===== src/rtl/cell_draw_scheduler_if.sv =====
// Pixel-write port shared by the two cell-draw requesters and the VGA adapter side.
interface cell_draw_scheduler_if;
  logic        req1, req2;
  logic [10:0] cell1, cell2;
  logic        ack1, ack2;
  logic        flush;
  logic [7:0]  x;
  logic [6:0]  y;
  logic [2:0]  colour;
  logic        plot;
  logic        busy;
  logic        bad_cell;

  modport master (
    output req1, req2, cell1, cell2, flush,
    input  ack1, ack2, x, y, colour, plot, busy, bad_cell
  );
  modport slave (
    input  req1, req2, cell1, cell2, flush,
    output ack1, ack2, x, y, colour, plot, busy, bad_cell
  );
endinterface


===== src/rtl/cell_draw_scheduler.sv =====
// Arbitrates two cell-draw requesters into a 4-deep FIFO and expands each cell
// into a CELL_PX x CELL_PX row-major pixel fill, one pixel per cycle.
module cell_draw_scheduler #(
  parameter int CELL_PX = 5,
  parameter int B1_X0   = 10,
  parameter int B2_X0   = 90,
  parameter int B_Y0    = 30
) (
  input  logic                  clock,
  input  logic                  resetn,
  cell_draw_scheduler_if.slave  bus
);
  localparam int PW = $clog2(CELL_PX);

  typedef struct packed {
    logic       board;
    logic [2:0] colour;
    logic [3:0] cx;
    logic [3:0] cy;
  } entry_t;

  typedef enum logic {IDLE, DRAW} state_t;

  state_t          state_q, state_d;
  entry_t          fifo_q [4];
  entry_t          head, new_e;
  logic [1:0]      wr_q, rd_q;
  logic [2:0]      count_q;
  logic            ptr_q;
  logic            room, gnt1, gnt2, ok, bad, push, pop, last;
  logic [10:0]     sel;
  logic [PW-1:0]   px_q, px_d, py_q, py_d;
  logic [7:0]      bx_q, bx_d, x_q, x_d;
  logic [6:0]      by_q, by_d, y_q, y_d;
  logic [2:0]      col_q, col_d;
  logic            plot_q, plot_d;

  // ptr_q: 0 = requester 1 served last, 1 = requester 2 served last.
  assign room  = (count_q != 3'd4) | pop;
  assign gnt1  = bus.req1 & (~bus.req2 | ptr_q);
  assign gnt2  = bus.req2 & (~bus.req1 | ~ptr_q);
  assign ok    = resetn & ~bus.flush & room;
  assign bus.ack1 = gnt1 & ok;
  assign bus.ack2 = gnt2 & ok;
  assign sel   = bus.ack2 ? bus.cell2 : bus.cell1;
  assign bad   = (sel[7:4] > 4'd9) | (sel[3:0] > 4'd9);
  assign bus.bad_cell = (bus.ack1 | bus.ack2) & bad;
  assign push  = (bus.ack1 | bus.ack2) & ~bad;
  assign new_e = '{board: bus.ack2, colour: sel[10:8], cx: sel[7:4], cy: sel[3:0]};
  assign head  = fifo_q[rd_q];
  assign last  = (px_q == PW'(CELL_PX-1)) && (py_q == PW'(CELL_PX-1));

  always_ff @(posedge clock)
    if (push) fifo_q[wr_q] <= new_e;

  always_ff @(posedge clock or negedge resetn) begin
    if (!resetn) begin
      wr_q <= '0; rd_q <= '0; count_q <= '0; ptr_q <= 1'b1;
    end else begin
      if (bus.flush) begin
        wr_q <= '0; rd_q <= '0; count_q <= '0;
      end else begin
        if (push) wr_q <= wr_q + 2'd1;
        if (pop)  rd_q <= rd_q + 2'd1;
        count_q <= count_q + {2'b0, push} - {2'b0, pop};
      end
      if (bus.ack1)      ptr_q <= 1'b0;
      else if (bus.ack2) ptr_q <= 1'b1;
    end
  end

  always_ff @(posedge clock or negedge resetn)
    if (!resetn) state_q <= IDLE;
    else         state_q <= state_d;

  always_comb begin
    state_d = state_q;
    case (state_q)
      IDLE: if (count_q != 3'd0 && !bus.flush) state_d = DRAW;
      DRAW: if (bus.flush || last)             state_d = IDLE;
      default: state_d = IDLE;
    endcase
  end

  // Output registers are loaded with the first pixel at pop time so the
  // first plot appears in the first DRAW cycle.
  always_comb begin
    pop = 1'b0; plot_d = 1'b0;
    px_d = px_q; py_d = py_q; bx_d = bx_q; by_d = by_q;
    x_d = x_q; y_d = y_q; col_d = col_q;
    case (state_q)
      IDLE: if (count_q != 3'd0 && !bus.flush) begin
        pop   = 1'b1;
        bx_d  = (head.board ? 8'(B2_X0) : 8'(B1_X0)) + 8'(head.cx) * 8'(CELL_PX);
        by_d  = 7'(B_Y0) + 7'(head.cy) * 7'(CELL_PX);
        col_d = head.colour;
        px_d  = '0; py_d = '0;
        x_d   = bx_d; y_d = by_d;
        plot_d = 1'b1;
      end
      DRAW: if (!bus.flush && !last) begin
        plot_d = 1'b1;
        if (px_q == PW'(CELL_PX-1)) begin
          px_d = '0; py_d = py_q + 1'b1;
        end else begin
          px_d = px_q + 1'b1;
        end
        x_d = bx_q + 8'(px_d);
        y_d = by_q + 7'(py_d);
      end
      default: ;
    endcase
  end

  always_ff @(posedge clock or negedge resetn) begin
    if (!resetn) begin
      px_q <= '0; py_q <= '0; bx_q <= '0; by_q <= '0;
      x_q <= '0; y_q <= '0; col_q <= '0; plot_q <= 1'b0;
    end else begin
      px_q <= px_d; py_q <= py_d; bx_q <= bx_d; by_q <= by_d;
      x_q <= x_d; y_q <= y_d; col_q <= col_d; plot_q <= plot_d;
    end
  end

  assign bus.x      = x_q;
  assign bus.y      = y_q;
  assign bus.colour = col_q;
  assign bus.plot   = plot_q;
  assign bus.busy   = (count_q != 3'd0) | (state_q == DRAW);
endmodule

===== src/flat_wrapper.sv =====
// flat-port wrapper written by rule: the top's interface ports become plain ports
module cell_draw_scheduler_flat 
#(
  parameter int CELL_PX = 5,
  parameter int B1_X0   = 10,
  parameter int B2_X0   = 90,
  parameter int B_Y0    = 30
)
  (clock, resetn, bus_req1, bus_req2, bus_cell1, bus_cell2, bus_flush, bus_ack1, bus_ack2, bus_x, bus_y, bus_colour, bus_plot, bus_busy, bus_bad_cell);
  cell_draw_scheduler_if bus_i ();
  input  logic clock;
  input  logic resetn;
  input wire logic [$bits(bus_i.req1)-1:0] bus_req1;
  input wire logic [$bits(bus_i.req2)-1:0] bus_req2;
  input wire logic [$bits(bus_i.cell1)-1:0] bus_cell1;
  input wire logic [$bits(bus_i.cell2)-1:0] bus_cell2;
  input wire logic [$bits(bus_i.flush)-1:0] bus_flush;
  output wire logic [$bits(bus_i.ack1)-1:0] bus_ack1;
  output wire logic [$bits(bus_i.ack2)-1:0] bus_ack2;
  output wire logic [$bits(bus_i.x)-1:0] bus_x;
  output wire logic [$bits(bus_i.y)-1:0] bus_y;
  output wire logic [$bits(bus_i.colour)-1:0] bus_colour;
  output wire logic [$bits(bus_i.plot)-1:0] bus_plot;
  output wire logic [$bits(bus_i.busy)-1:0] bus_busy;
  output wire logic [$bits(bus_i.bad_cell)-1:0] bus_bad_cell;
  assign bus_i.req1 = bus_req1;
  assign bus_i.req2 = bus_req2;
  assign bus_i.cell1 = bus_cell1;
  assign bus_i.cell2 = bus_cell2;
  assign bus_i.flush = bus_flush;
  assign bus_ack1 = bus_i.ack1;
  assign bus_ack2 = bus_i.ack2;
  assign bus_x = bus_i.x;
  assign bus_y = bus_i.y;
  assign bus_colour = bus_i.colour;
  assign bus_plot = bus_i.plot;
  assign bus_busy = bus_i.busy;
  assign bus_bad_cell = bus_i.bad_cell;
  cell_draw_scheduler #(.CELL_PX(CELL_PX), .B1_X0(B1_X0), .B2_X0(B2_X0), .B_Y0(B_Y0)) u_core (.clock(clock), .resetn(resetn), .bus(bus_i));
endmodule

===== config.mk =====
export PLATFORM = sky130hd
export DESIGN_NAME = cell_draw_scheduler_flat
export DESIGN_NICKNAME = d
export VERILOG_FILES = /design/src/rtl/cell_draw_scheduler_if.sv /design/src/rtl/cell_draw_scheduler.sv /design/src/flat_wrapper.sv
export SDC_FILE = /design/constraint.sdc
export NUM_CORES = 1
export LEC_CHECK = 0
export ABC_AREA = 1
export BUFFER_PORTS_ARGS = -buffer_cell sky130_fd_sc_hd__buf_2
export CORE_UTILIZATION = 59
export DETAILED_ROUTE_END_ITERATION = 6
export PLACE_DENSITY_LB_ADDON = 0.05
export SLEW_MARGIN = 0
export SYNTH_ARGS = -nofsm -noshare
export SYNTH_HDL_FRONTEND = slang
export SYNTH_SLANG_ARGS = --single-unit

===== constraint.sdc =====
create_clock -name clock -period 3.9 [get_ports clock]
set_input_delay 0.39 -clock clock [delete_from_list [all_inputs] [get_ports clock]]
set_output_delay 0.39 -clock clock [all_outputs]
set_load 0.01 [all_outputs]

# Yosys cells after proc, flatten, opt, wreduce, memory -nomap -nowiden
# Memories as Yosys holds them, arrays and structs flattened.
# Cells that the tools add are included.
dict set report totals {
  regBits 49
  ramBits 48
  input_bits 27
  output_inout_bits 23
  elab_cells 99
  mem_count 1
}
# memory words word_bits read_ports rd_ports_with_merged_regs wr line
set memory_table {}
lappend memory_table {u_core.fifo_q 4 12 1 0 1 cell_draw_scheduler.sv:25} ;# entry_t fifo_q [4];
dict set report classes {
  add_sub_neg 10
  n_mul 2
  n_lt_le_gt_ge 2
  eq_ne 5
  muxes 34
  n_bitwise 20
  n_reduce_logical 12
}
# cell n
set op_table {}
lappend op_table {{2-to-1 mux 3 bit} 10}
lappend op_table {{2-to-1 mux 7 bit} 3}
lappend op_table {{2-to-1 mux 8 bit} 2}
lappend op_table {{case mux 8 bit (2 select lines)} 1}
lappend op_table {{multiplier 4 x 3 -> 7 bit, second input constant} 2}
lappend op_table {{case mux 7 bit (2 select lines)} 1}
lappend op_table {{case mux 3 bit (2 select lines)} 2}
lappend op_table {{2-to-1 mux 11 bit} 1}
lappend op_table {{adder 8 x 3 -> 8 bit} 1}
lappend op_table {{adder 8 x 7 -> 8 bit} 1}
lappend op_table {{bitwise AND 1 bit} 8}
lappend op_table {{greater-than comparator 4 bit, second input constant} 2}
lappend op_table {{2-to-1 mux 1 bit} 8}
lappend op_table {{2-to-1 mux 2 bit} 4}
lappend op_table {{adder 5 x 7 -> 7 bit, first input constant} 1}
lappend op_table {{adder 7 x 3 -> 7 bit} 1}
lappend op_table {{adder 3 x 1 -> 3 bit, second input constant} 2}
lappend op_table {{equality test 3 bit, second input constant} 2}
lappend op_table {{NOT 1 bit} 6}
lappend op_table {{OR 1 bit} 6}
lappend op_table {{nonzero test 2 bit} 3}
lappend op_table {{adder 2 x 1 -> 2 bit, second input constant} 2}
lappend op_table {{case mux 1 bit (2 select lines)} 2}
lappend op_table {{AND reduction 2 bit} 2}
lappend op_table {{other kinds (9)} 12}

# Depth between registers and ports, before layout
# Gate-level depths: netlist of the first run.
dict set report logic_depth {
  word_depth 15
  depth_mapped 19
  depth_no_buf 17
}

# Worst setup path before layout of the first run
# Ideal clock, no wire load.
dict set report synth_path {
  path_type {reg-to-reg}
  start {register u_core.rd_q[0]}
  end {register u_core.y_q[6], in the netlist u_core.bus.y[6]}
  setup_ps 117
  arrival_ps 2913
  t_required_ps 3783
  path_slack_ps 869
  path_stages_with_launch 16
  path_buffers 3
  synth_period_minus_slack_ps 3031
  cell_sequence {dfrtp_1 buf_2 inv_1 buf_2 buf_2 nand2_1 a32oi_1 inv_1 fa_1 inv_1 fa_1 a31oi_1 xor2_1 nand2_1 nand3_1 nand2_1}
}
dict set report synth_via {
  elab_chain_len 5
}
# element line
set synth_rtl {}
lappend synth_rtl {{start: declaration} cell_draw_scheduler.sv:27} ;# logic [1:0] wr_q, rd_q;
lappend synth_rtl {{start signal: assignment} cell_draw_scheduler.sv:64} ;# if (pop) rd_q <= rd_q + 2'd1;
lappend synth_rtl {{memory read (4 x 12 bit)} -}
lappend synth_rtl {{multiplier 4 x 3 -> 7 bit} cell_draw_scheduler.sv:95} ;# by_d = 7'(B_Y0) + 7'(head.cy) * 7'(CELL_PX);
lappend synth_rtl {{adder 5 x 7 -> 7 bit} cell_draw_scheduler.sv:95}
lappend synth_rtl {{2-to-1 mux 7 bit} cell_draw_scheduler.sv:92} ;# IDLE: if (count_q != 3'd0 && !bus.flush) begin
lappend synth_rtl {{case mux 7 bit (2 select lines)} cell_draw_scheduler.sv:91} ;# case (state_q)
lappend synth_rtl {{end signal: assignment} cell_draw_scheduler.sv:118} ;# x_q <= '0; y_q <= '0; col_q <= '0; plot_q <= 1'b0;
lappend synth_rtl {{end signal: assignment} cell_draw_scheduler.sv:121} ;# x_q <= x_d; y_q <= y_d; col_q <= col_d; plot_q <= plot_d;
lappend synth_rtl {{end: declaration} cell_draw_scheduler.sv:34} ;# logic [6:0] by_q, by_d, y_q, y_d;
# Every way passes these cells. The select of a mux whose other input is x is not followed.
# A chain may end at the register's enable or synchronous reset.

# Final worst setup path of the first run
dict set report layout_path {
  start {register u_core.rd_q[1]}
  end {register u_core.y_q[6], in the netlist u_core.bus.y[6]}
}
# Same word-level chain as after synthesis.

==> results of run 1 <==
==> power by group through the flow <==
| stage | Combinational (µW) | Clock (µW) | Sequential [µW] |
|---|---|---|---|
| after floorplan | 1470 | 0 | 1470 |
| after global placement | 1940 | 0 | 1450 |
| after detailed placement | 2010 | 0 | 1460 |
| after CTS | 2040 | 669 | 1440 |
| after global routing | 2320 | 715 | 1470 |
| final | 2030 | 664 | 1440 |
==> cell usage after synthesis, types with 2 or more instances <==
cell,instances
clkbuf_1,8
ha_1,28
nand3_4,3
o211ai_1,2
edfxtp_1,48
fa_1,7
o21ai_0,42
nand3_1,29
nand2_2,8
buf_2,9
a31oi_1,5
xor2_1,11
xnor2_1,6
inv_2,5
a32oi_1,3
nor2_1,46
a21oi_1,21
nand4_1,5
inv_1,58
dfrtp_1,47
nand2_1,130
==> kinds of logic (layout without fill, tap and decap cells) <==
group	count (synthesis)	after routing	synth area share [%]
and+or+nand+nor	225	225	19.2
xor gates and xnor gates	17	17	2.97
AOI/OAI and AO/OA	79	79	8.66
adders and majority gates	35	35	9.78
buffers and inverters	83	139	6.66
DFF	96	96	52.7
==> worst register-to-register path, cell delays in order (launching register included) <==
cell and delay (ns):
dfrtp_1 0.51, clkinv_1 0.49, a32oi_1 0.47, inv_1 0.11, fa_1 0.51, inv_1 0.07, fa_1 0.45, a31oi_1 0.21
xor2_1 0.20, nand2_1 0.07, nand3_1 0.07, nand2_1 0.05
==> sequential cells by signal, indices dropped and copies added, names as in the netlist, 3 cells and up <==
| register | flops |
|---|---|
| u_core.bus.y | 7 |
| u_core.px_q | 3 |
| u_core.by_q | 7 |
| u_core.fifo_q | 48 |
| u_core.py_q | 3 |
| u_core.bus.colour | 3 |
| u_core.count_q | 3 |
| u_core.bx_q | 8 |
| u_core.bus.x | 8 |
==> routing by layer <==
metal	share of wire, %	vias to the layer above	routed length (µm)
li1	-	1851	-
met1	47	1734	4640
met2	48	100	4780
met3	3.8	11	381
met4	1.4	0	135
met5	0	-	0
==> worst paths after layout <==
kind                                           to  slack [ns]  cells after the start
worst max register to register    u_core.bus.y[6]        0.60                     11
worst max-delay path              u_core.bus.y[6]        0.60                     11
worst min register to register    u_core.bus.x[1]        0.49                      2
max in group asynchronous          u_core.bx_q[0]        3.30                      2
min in group clock              u_core.count_q[1]        0.28                      2
worst min-delay path               u_core.bx_q[4]        0.18                      2
==> cell type report <==
| type | count | area (µm²) | share of cell area [%] |
|---|---|---|---|
| Clock inverter | 7 | 86.3 | 1.55 |
| Clock buffer | 9 | 124 | 2.22 |
| Inverter | 64 | 240 | 4.30 |
| Timing Repair Buffer | 59 | 320 | 5.74 |
| Sequential cell | 96 | 2640 | 47.3 |
| Multi-Input combinational cell | 356 | 2040 | 36.5 |
| Tap cell | 105 | 131 | 2.35 |
==> metrics by stage <==
stage / instances / instance area, µm²
2_1_floorplan: 535 / 5020
3_3_place_gp: 680 / 5370
3_5_place_dp: 680 / 5370
4_1_cts: 696 / 5580
5_1_grt: 696 / 5580
6_report: 696 / 5580
==> flow_summary_export.csv, run 1 <==
group,metric,value,unit
sta,fin_crit_sh,84.6,%
min_path,hold_path_class,"in2async",
global_route,grt_overflow,0,
die,die_y,94.2,µm
clock_tree,post_cts_buffers,0,
status,status,"complete, no violations",
layout,final_nets,648,
routing,initialDrtViolationCount,187,
clock_tree,path_clk_slew,0.11,ns
critical_path,crit_fanout,18,
global_route,grt_pass1_vias,3559,
placed_design,gp_congestion,0.845,
global_route,grt_pass1_wl,16600,µm
sta,whs,0.181,ns
routing,vias,3696,
power_and_ir_drop,p_comb_share,49.2,%
yosys,yosysWarningCount,0,
critical_path,worstPathBufferInverterCount,3,
yosys,synth_area,0.00502,mm²
clock_tree,clkLatencyLatePin,0.38,ns
placed_design,port_buffers,49,
global_route,use_met1,32.3,%
yosys,syn_area_per_cell,9.38,µm²
die,die_w,94.2,µm
critical_path,end_kind,"flip-flop",
power_and_ir_drop,swShare,43.7,%
global_route,antenna_found_initial,0,
sta,fmax,303,MHz
layout,mostFrequentLayoutCells,"130 x nand2_1, 58 x inv_1, 49 x buf_2",
clock_tree,clock-sinks,96,
global_route,grt_use_met3,3.72,%
yosys,synth_area_leaders,"edfxtp_1 29%, dfrtp_1 23%, nand2_1 9.7%",
sta,slew_headroom,54.1,%
routing,drc_errors,0,
critical_path,worstPathCellList,"clkinv_1, a32oi_1, inv_1, fa_1, inv_1, fa_1, a31oi_1, xor2_1, nand2_1, nand3_1, nand2_1",
sta,skew,0.0171,ns
layout,antenna_cells,0,
yosys,synth_top_area_share,28.7,%
sta,finalWorstSetupSlack,0.599,ns
sta,hold_viol,0,
layout,synthToLayoutAreaGrowth,11.3,%
sta,finalSetupViolCount,0,
power_and_ir_drop,p_int,2330,µW
yosys,synth_nets,597,
sta,min_period,3.30,ns
sta,grt_setup_unrepaired,"no",
routing,post_drt_wl_per_cell,14.3,µm
die,io_pins,50,
yosys,synth-edff-count,48,
sta,final_max_slew_viol_count,0,
routing,antenna_left,0,
die,coreArea,0.00822,mm²
yosys,synthFlopType,"edfxtp_1",
layout,fillers,667,
yosys,synth_cells,535,
global_route,grt_start_max_net_pins,49,
layout,utilization,68.0,%
placed_design,hpwl,7080,µm
yosys,async_flop_share,50.0,%
clock_tree,cts_tree,"yes",
die,die_area,0.00887,mm²
clock_tree,cts_buffers,9,
power_and_ir_drop,power.share.sequential,34.8,%
yosys,ys_ff_latch,96,
power_and_ir_drop,clkPwrFrac,16.1,%
clock_tree,ctsHoldBuffers,0,
critical_path,worst-setup-path-type,"reg2reg",
global_route,met2_usage,41.9,%
routing,first_pass_iters,4,
job,cap_violations,0,
critical_path,cp-startpoint,"u_core.rd_q[1]",
power_and_ir_drop,power.leakage,0.00262,µW
yosys,yosysUniqueCellTypes,35,
clock_tree,root_buffer,"clkbuf_8",
critical_path,worst_setup_path_start_kind,"flip-flop",
sta,finalSetupTns,0,ns
global_route,grt-busiest-layer,"met2",
clock_tree,cts_resized,0,
routing,post_drt_via_cell_ratio,5.31,
power_and_ir_drop,ir_drop,0.332,mV
layout,drive_above_1_share,16.1,%
critical_path,critPathArrivalTime,3.57,ns
power_and_ir_drop,power,4130,µW
power_and_ir_drop,power_density,740,mW/mm²
critical_path,r2r_start,"u_core.rd_q[1]",
critical_path,max_stage_delay,0.51,ns
power_and_ir_drop,p_switching,1810,µW
yosys,ys_seq_area_share,52.7,%
critical_path,critPathRequiredTime,4.17,ns
sta,max_slew.worst_pin.slew,0.688,ns
clock_tree,ctsHtreeMaxLevel,3,
routing,routed_wl,9940,µm
yosys,yosysTopAreaCell,"edfxtp_1",
layout,final_common_cell,"nand2_1",
die,initial_core_util,61.0,%
global_route,track_usage,24.8,%
critical_path,crit_family,"adder cells",
die,row_count,33,
critical_path,cpMaxStageDelayCell,"dfrtp_1",
placed_design,dp_slack,0.634,ns
clock_tree,clockBufferDepth,2,
Power figures use the tool's default switching activity.
==> inputs of run 2 (changes only) <==
--- a/config.mk
+++ b/config.mk
@@ -7,7 +7,7 @@
 export LEC_CHECK = 0
 export ABC_AREA = 1
 export BUFFER_PORTS_ARGS = -buffer_cell sky130_fd_sc_hd__buf_2
-export CORE_UTILIZATION = 59
+export CORE_UTILIZATION = 53
 export DETAILED_ROUTE_END_ITERATION = 6
 export PLACE_DENSITY_LB_ADDON = 0.05
 export SLEW_MARGIN = 0
==> constraint.sdc (replaced) <==
create_clock -name clock -period 2.7 [get_ports clock]
set_input_delay 0.27 -clock clock [delete_from_list [all_inputs] [get_ports clock]]
set_output_delay 0.27 -clock clock [all_outputs]
set_load 0.01 [all_outputs]
==> run 2 against run 1 <==
Against the previous run: clock power up 37%; critical endpoint is now u_core.bus.y[4]; via count up 2.0%; core utilization down 3.1 points; largest cell class unchanged; wire length up 4.3%; largest power group unchanged; clock-buffer cell count up 1; sequential share of layout area down 3.0 points; register-to-register slack worse by 0.59 ns.
==> flow_summary_export.csv, run 2 (synthesis gave the netlist of run 1 again) <==
group,metric,value,unit
layout,top_register,"u_core.fifo_q",
layout,synthToLayoutAreaGrowth,18.9,%
status,status,"complete, no violations",
critical_path,critPathRequiredTime,2.97,ns
routing,wl_met2,4860,µm
sta,finalWorstSetupSlack,0.0114,ns
placed_design,port_buffers,49,
routing,antenna_left,0,
die,io_pins,50,
critical_path,worstPathBufferInverterCount,5,
clock_tree,cts_tree,"yes",
routing,vias,3771,
routing,post_drt_wl_per_cell,14.2,µm
critical_path,max_stage_delay,0.55,ns
placed_design,hpwl,7310,µm
power_and_ir_drop,power.leakage,0.00275,µW
sta,fmax,372,MHz
layout,drive_above_1_share,25.7,%
critical_path,end_kind,"flip-flop",
layout,final_nets,676,
clock_tree,ctsHtreeMaxLevel,3,
critical_path,worst-setup-path-type,"reg2reg",
job,cap_violations,0,
sta,min_period,2.69,ns
clock_tree,clockBufferDepth,2,
global_route,grt_pass1_vias,3480,
die,initial_core_util,54.5,%
clock_tree,clock-sinks,96,
routing,routed_wl,10400,µm
sta,hold_viol,0,
placed_design,dp.cells,693,
sta,grt_setup_unrepaired,"yes",
routing,wl_met3,499,µm
global_route,grt_start_max_net_pins,49,
critical_path,crit_fanout,5,
critical_path,worst_setup_path_start_kind,"flip-flop",
die,row_count,35,
routing,post_drt_via_cell_ratio,5.17,
layout,final_common_cell,"nand2_1",
routing,initialDrtViolationCount,239,
layout,fillers,751,
sta,skew,0.0172,ns
power_and_ir_drop,power_density,1100,mW/mm²
die,die_w,99.3,µm
sta,max_slew.worst_pin.slew,0.625,ns
layout,stdcell_count,730,
routing,drc_errors,0,
global_route,track_usage,22.1,%
sta,fin_crit_sh,99.6,%
layout,antenna_cells,0,
clock_tree,path_clk_slew,0.11,ns
die,coreArea,0.00920,mm²
critical_path,critPathArrivalTime,2.95,ns
clock_tree,clkLatencyLatePin,0.37,ns
global_route,antenna_found_initial,0,
clock_tree,cts_buffers,9,
critical_path,cpMaxStageDelayCell,"fa_1",
global_route,grt_pass1_wl,16900,µm
placed_design,gp_congestion,0.816,
clock_tree,root_buffer,"clkbuf_8",
placed_design,dp_slack,-0.0150,ns
layout,largest_reg_flops,48,
sta,finalSetupViolCount,0,
global_route,grt_overflow,0,
critical_path,crit_family,"adder cells",
clock_tree,ctsHoldBuffers,0,
die,die_area,0.00986,mm²
critical_path,worstPathCellList,"buf_6, inv_8, nand2_4, a32oi_4, inv_2, fa_1, inv_2, fa_2, buf_4, xor2_1, a21oi_1, a21oi_1",
sta,slew_headroom,58.3,%
sta,final_max_slew_viol_count,0,
min_path,hold_path_class,"in2async",
layout,final_area,0.00596,mm²
routing,top_layer,"met4",
placed_design,place_area,0.00545,mm²
power_and_ir_drop,ir_drop,0.467,mV
routing,drt-met1-wl,4880,µm
layout,mostFrequentLayoutCells,"124 x nand2_1, 50 x inv_1, 49 x buf_2",
die,die_y,99.3,µm
sta,whs,0.0417,ns
routing,first_pass_iters,5,
-- run 2: area by class of cell --
class / count / area, µm² / area share, %
timing repair inverter: 3 / 21.3 / 0.357
clock buffer: 10 / 128 / 2.14
multi-input combinational: 356 / 2200 / 36.8
clock inverter: 6 / 58.8 / 0.986
tap: 111 / 139 / 2.33
sequential: 96 / 2650 / 44.4
inverter: 64 / 253 / 4.24
timing repair buffer: 84 / 523 / 8.77
-- run 2: report_power, final --
part / internal, µW / leakage (µW) / total [µW] / switching (µW)
sequential: 1870 / 0.00103 / 2090 / 218
combinational: 1540 / 0.00163 / 3590 / 2050
clock: 362 / 0.0000932 / 907 / 545
total: 3770 / 0.00275 / 6580 / 2810
-- run 2: per-layer routing --
layer | up-vias | GRT usage, %
met5 | - | 0
met4 | 0 | 5.88
met3 | 12 | 4.15
met2 | 110 | 36.5
met1 | 1743 | 30.1
li1 | 1906 | -
-- run 2: timing repair --
item | 4_1_cts | 5_1_grt
pin swaps | 0 | 22
gates resized for setup | 1 | 50
cloned | 1 | 3
endpoints found under the setup margin | 1 | 12
setup buffers | 2 | 15
-- run 2: worst register-to-register path, cell delays in order, from the launching register on --
cell and delay [ns]:
dfrtp_2 0.46, buf_6 0.16, inv_8 0.07, nand2_4 0.05, a32oi_4 0.25, inv_2 0.06
fa_1 0.55, inv_2 0.05, fa_2 0.38, buf_4 0.15, xor2_1 0.17, a21oi_1 0.18
a21oi_1 0.08
-- run 2: path summary, 6_finish.rpt --
check                                     start                end  slack, ns  depth (start not counted)
worst max-delay path             u_core.rd_q[0]    u_core.bus.y[4]       0.01                         12
worst min-delay path                     resetn     u_core.bx_q[7]       0.04                          2
worst max register to register   u_core.rd_q[0]    u_core.bus.y[4]       0.01                         12
worst min register to register  u_core.bus.y[3]    u_core.bus.y[3]       0.49                          2
max in group asynchronous                resetn     u_core.rd_q[0]       2.19                          2
min in group clock                    bus_flush  u_core.count_q[0]       0.17                          2
-- run 2: through the flow --
stage / utilization (%) / TNS (ns) / power [µW]
after floorplan: - / 0 / 4300
after global placement: 59.3 / 0 / 5010
after detailed placement: 59.3 / -0.0150 / 5090
after CTS: 61.6 / 0 / 6030
after global routing: 64.8 / -0.398 / 7190
final: 64.8 / 0 / 6580
==> inputs of run 3 (changes only) <==
--- a/config.mk
+++ b/config.mk
@@ -9,6 +9,8 @@
 export BUFFER_PORTS_ARGS = -buffer_cell sky130_fd_sc_hd__buf_2
 export CORE_UTILIZATION = 53
 export DETAILED_ROUTE_END_ITERATION = 6
+export GPL_TIMING_DRIVEN = 0
+export HOLD_SLACK_MARGIN = 0.1
 export PLACE_DENSITY_LB_ADDON = 0.05
 export SLEW_MARGIN = 0
 export SYNTH_ARGS = -nofsm -noshare
==> run 3 against run 2 <==
Against the previous run: the run now ends with DRC, setup timing left; sequential cell count did not move; cell area grew 1.8%; non-clock buffer count stayed put; cell count is 0.41% lower; clock skew fell by 0.0047 ns; largest cell class unchanged.
==> flow_summary_export.csv, run 3 (synthesis gave the netlist of run 1 again) <==
group,metric,value,unit
status,status,"finished with violations",
status,violations,"DRC, setup timing",
global_route,grt_pass1_vias,3688,
clock_tree,path_clk_slew,0.10,ns
critical_path,end_kind,"flip-flop",
critical_path,worstPathBufferInverterCount,4,
die,die_w,99.3,µm
sta,finalSetupTns,-0.349,ns
layout,largest_reg_flops,48,
critical_path,critPathArrivalTime,3.06,ns
layout,stdcell_count,727,
critical_path,worst-setup-path-type,"reg2reg",
routing,wl_met3,424,µm
routing,drc_errors,2,
sta,grt_setup_unrepaired,"yes",
global_route,track_usage,23.4,%
power_and_ir_drop,power.leakage,0.00276,µW
die,initial_core_util,54.5,%
global_route,antenna_found_initial,1,
sta,finalWorstSetupSlack,-0.0928,ns
die,coreArea,0.00920,mm²
sta,min_period,2.79,ns
critical_path,worstPathCellList,"buf_6, inv_8, buf_8, buf_8, nand2_1, a32oi_2, ha_1, ha_2, fa_2, a31oi_4, xor2_1, nand2_1, nand3_1, nand2_1",
power_and_ir_drop,power,7100,µW
clock_tree,cts_tree,"yes",
critical_path,crit_top_cell,"nand2_1",
clock_tree,cts_buffers,9,
sta,final_max_slew_viol_count,0,
layout,top_register,"u_core.fifo_q",
routing,first_pass_iters,6,
critical_path,worst_setup_path_start_kind,"flip-flop",
power_and_ir_drop,power.share.sequential,29.2,%
die,io_pins,50,
routing,routed_wl,10900,µm
power_and_ir_drop,power_density,1170,mW/mm²
placed_design,place_area,0.00544,mm²
clock_tree,clkLatencyLatePin,0.37,ns
routing,antenna_left,0,
global_route,grt_pass1_wl,17700,µm
routing,post_drt_wl_per_cell,15.0,µm
critical_path,cpMaxStageDelayCell,"fa_2",
layout,antenna_cells,0,
power_and_ir_drop,clkPwrFrac,14.1,%
layout,mostFrequentLayoutCells,"121 x nand2_1, 52 x buf_2, 51 x inv_1",
die,row_count,35,
routing,wl_met2,5520,µm
power_and_ir_drop,swShare,42.7,%
die,die_area,0.00986,mm²
min_path,hold_path_class,"in2reg",
routing,drt-met1-wl,4830,µm
power_and_ir_drop,p_int,4070,µW
sta,slew_headroom,60.6,%
critical_path,crit_fanout,7,
critical_path,max_stage_delay,0.42,ns
critical_path,critPathRequiredTime,2.97,ns
routing,vias,3769,
clock_tree,clockBufferDepth,2,
layout,final_nets,673,
global_route,grt_start_max_net_pins,48,
global_route,grt_overflow,0,
placed_design,port_buffers,49,
power_and_ir_drop,p_comb_share,56.7,%
routing,top_layer,"met4",
job,cap_violations,0,
routing,initialDrtViolationCount,115,
placed_design,hpwl,7630,µm
power_and_ir_drop,ir_drop,0.382,mV
die,die_y,99.3,µm
sta,fmax,358,MHz
sta,skew,0.0125,ns
sta,max_slew.worst_pin.slew,0.591,ns
layout,final_area,0.00607,mm²
sta,hold_viol,0,
layout,fillers,780,
power_and_ir_drop,p_switching,3030,µW
placed_design,gp_congestion,0.830,
clock_tree,clock-sinks,96,
critical_path,crit_family,"adder cells",
sta,fin_crit_sh,103,%
clock_tree,ctsHtreeMaxLevel,3,
layout,final_common_cell,"nand2_1",
routing,post_drt_via_cell_ratio,5.18,
sta,finalSetupViolCount,6,
placed_design,dp_slack,-1.10,ns
clock_tree,root_buffer,"clkbuf_8",
layout,drive_above_1_share,25.8,%
layout,synthToLayoutAreaGrowth,21.0,%
placed_design,dp.cells,695,
run 3: cell type report:
class,instances,area [µm²],share of cell area [%]
Clock inverter,7,86.3,1.42
Inverter,64,258,4.25
Sequential cell,96,2640,43.6
Tap cell,111,139,2.29
Buffer,19,159,2.62
Multi-Input combinational cell,356,2260,37.3
Timing Repair Buffer,65,394,6.49
Clock buffer,9,124,2.04
run 3: path summary, 6_finish.rpt:
kind                            slack (ns)                 to  cells past startpoint             from
worst max-delay path                 -0.09    u_core.bus.y[6]                     14   u_core.rd_q[0]
worst min-delay path                  0.17  u_core.count_q[1]                      2        bus_flush
worst max register to register       -0.09    u_core.bus.y[6]                     14   u_core.rd_q[0]
worst min register to register        0.48    u_core.bus.y[5]                      2  u_core.bus.y[5]
max in group asynchronous             1.84     u_core.bx_q[3]                      3           resetn
min in group asynchronous             0.60       u_core.ptr_q                      2           resetn
run 3: worst reg2reg max path, stage by stage, from the launching register on:
cell	delay (ns)
dfrtp_1	0.40
buf_6	0.14
inv_8	0.05
buf_8	0.12
buf_8	0.13
nand2_1	0.06
a32oi_2	0.26
ha_1	0.29
ha_2	0.20
fa_2	0.42
a31oi_4	0.18
xor2_1	0.21
nand2_1	0.09
nand3_1	0.09
nand2_1	0.05
run 3: power groups by stage:
| stage | clock (µW) | combinational (µW) | sequential [µW] |
|---|---|---|---|
| after floorplan | 0 | 2170 | 2130 |
| after global placement | 0 | 2960 | 2080 |
| after detailed placement | 0 | 3050 | 2100 |
| after CTS | 1020 | 3540 | 2070 |
| after global routing | 1080 | 4450 | 2100 |
| final | 1000 | 4030 | 2070 |
run 3: through the flow:
step                utilization (%)  hold WS (ns)
floorplan                         -       -0.0256
global placement               59.2         0.458
detailed placement             59.2         0.464
CTS                            64.3         0.163
global route                   66.0         0.169
finish                         66.0         0.171
run 3: repair_timing:
| action | in CTS | in global routing |
|---|---|---|
| pin swaps | 21 | 16 |
| buffers inserted | 10 | 4 |
| endpoints found under the hold margin | 47 | 0 |
| hold buffers | 2 | 0 |
| setup endpoints to repair | 67 | 50 |
| resized for setup | 38 | 35 |
run 3: per-layer routing:
layer  up-vias  global-route usage (%)
met3        11                    3.23
met2        73                    41.6
li1       1906                       -
met5         -                       0
met4         0                    7.01
met1      1779                    29.8
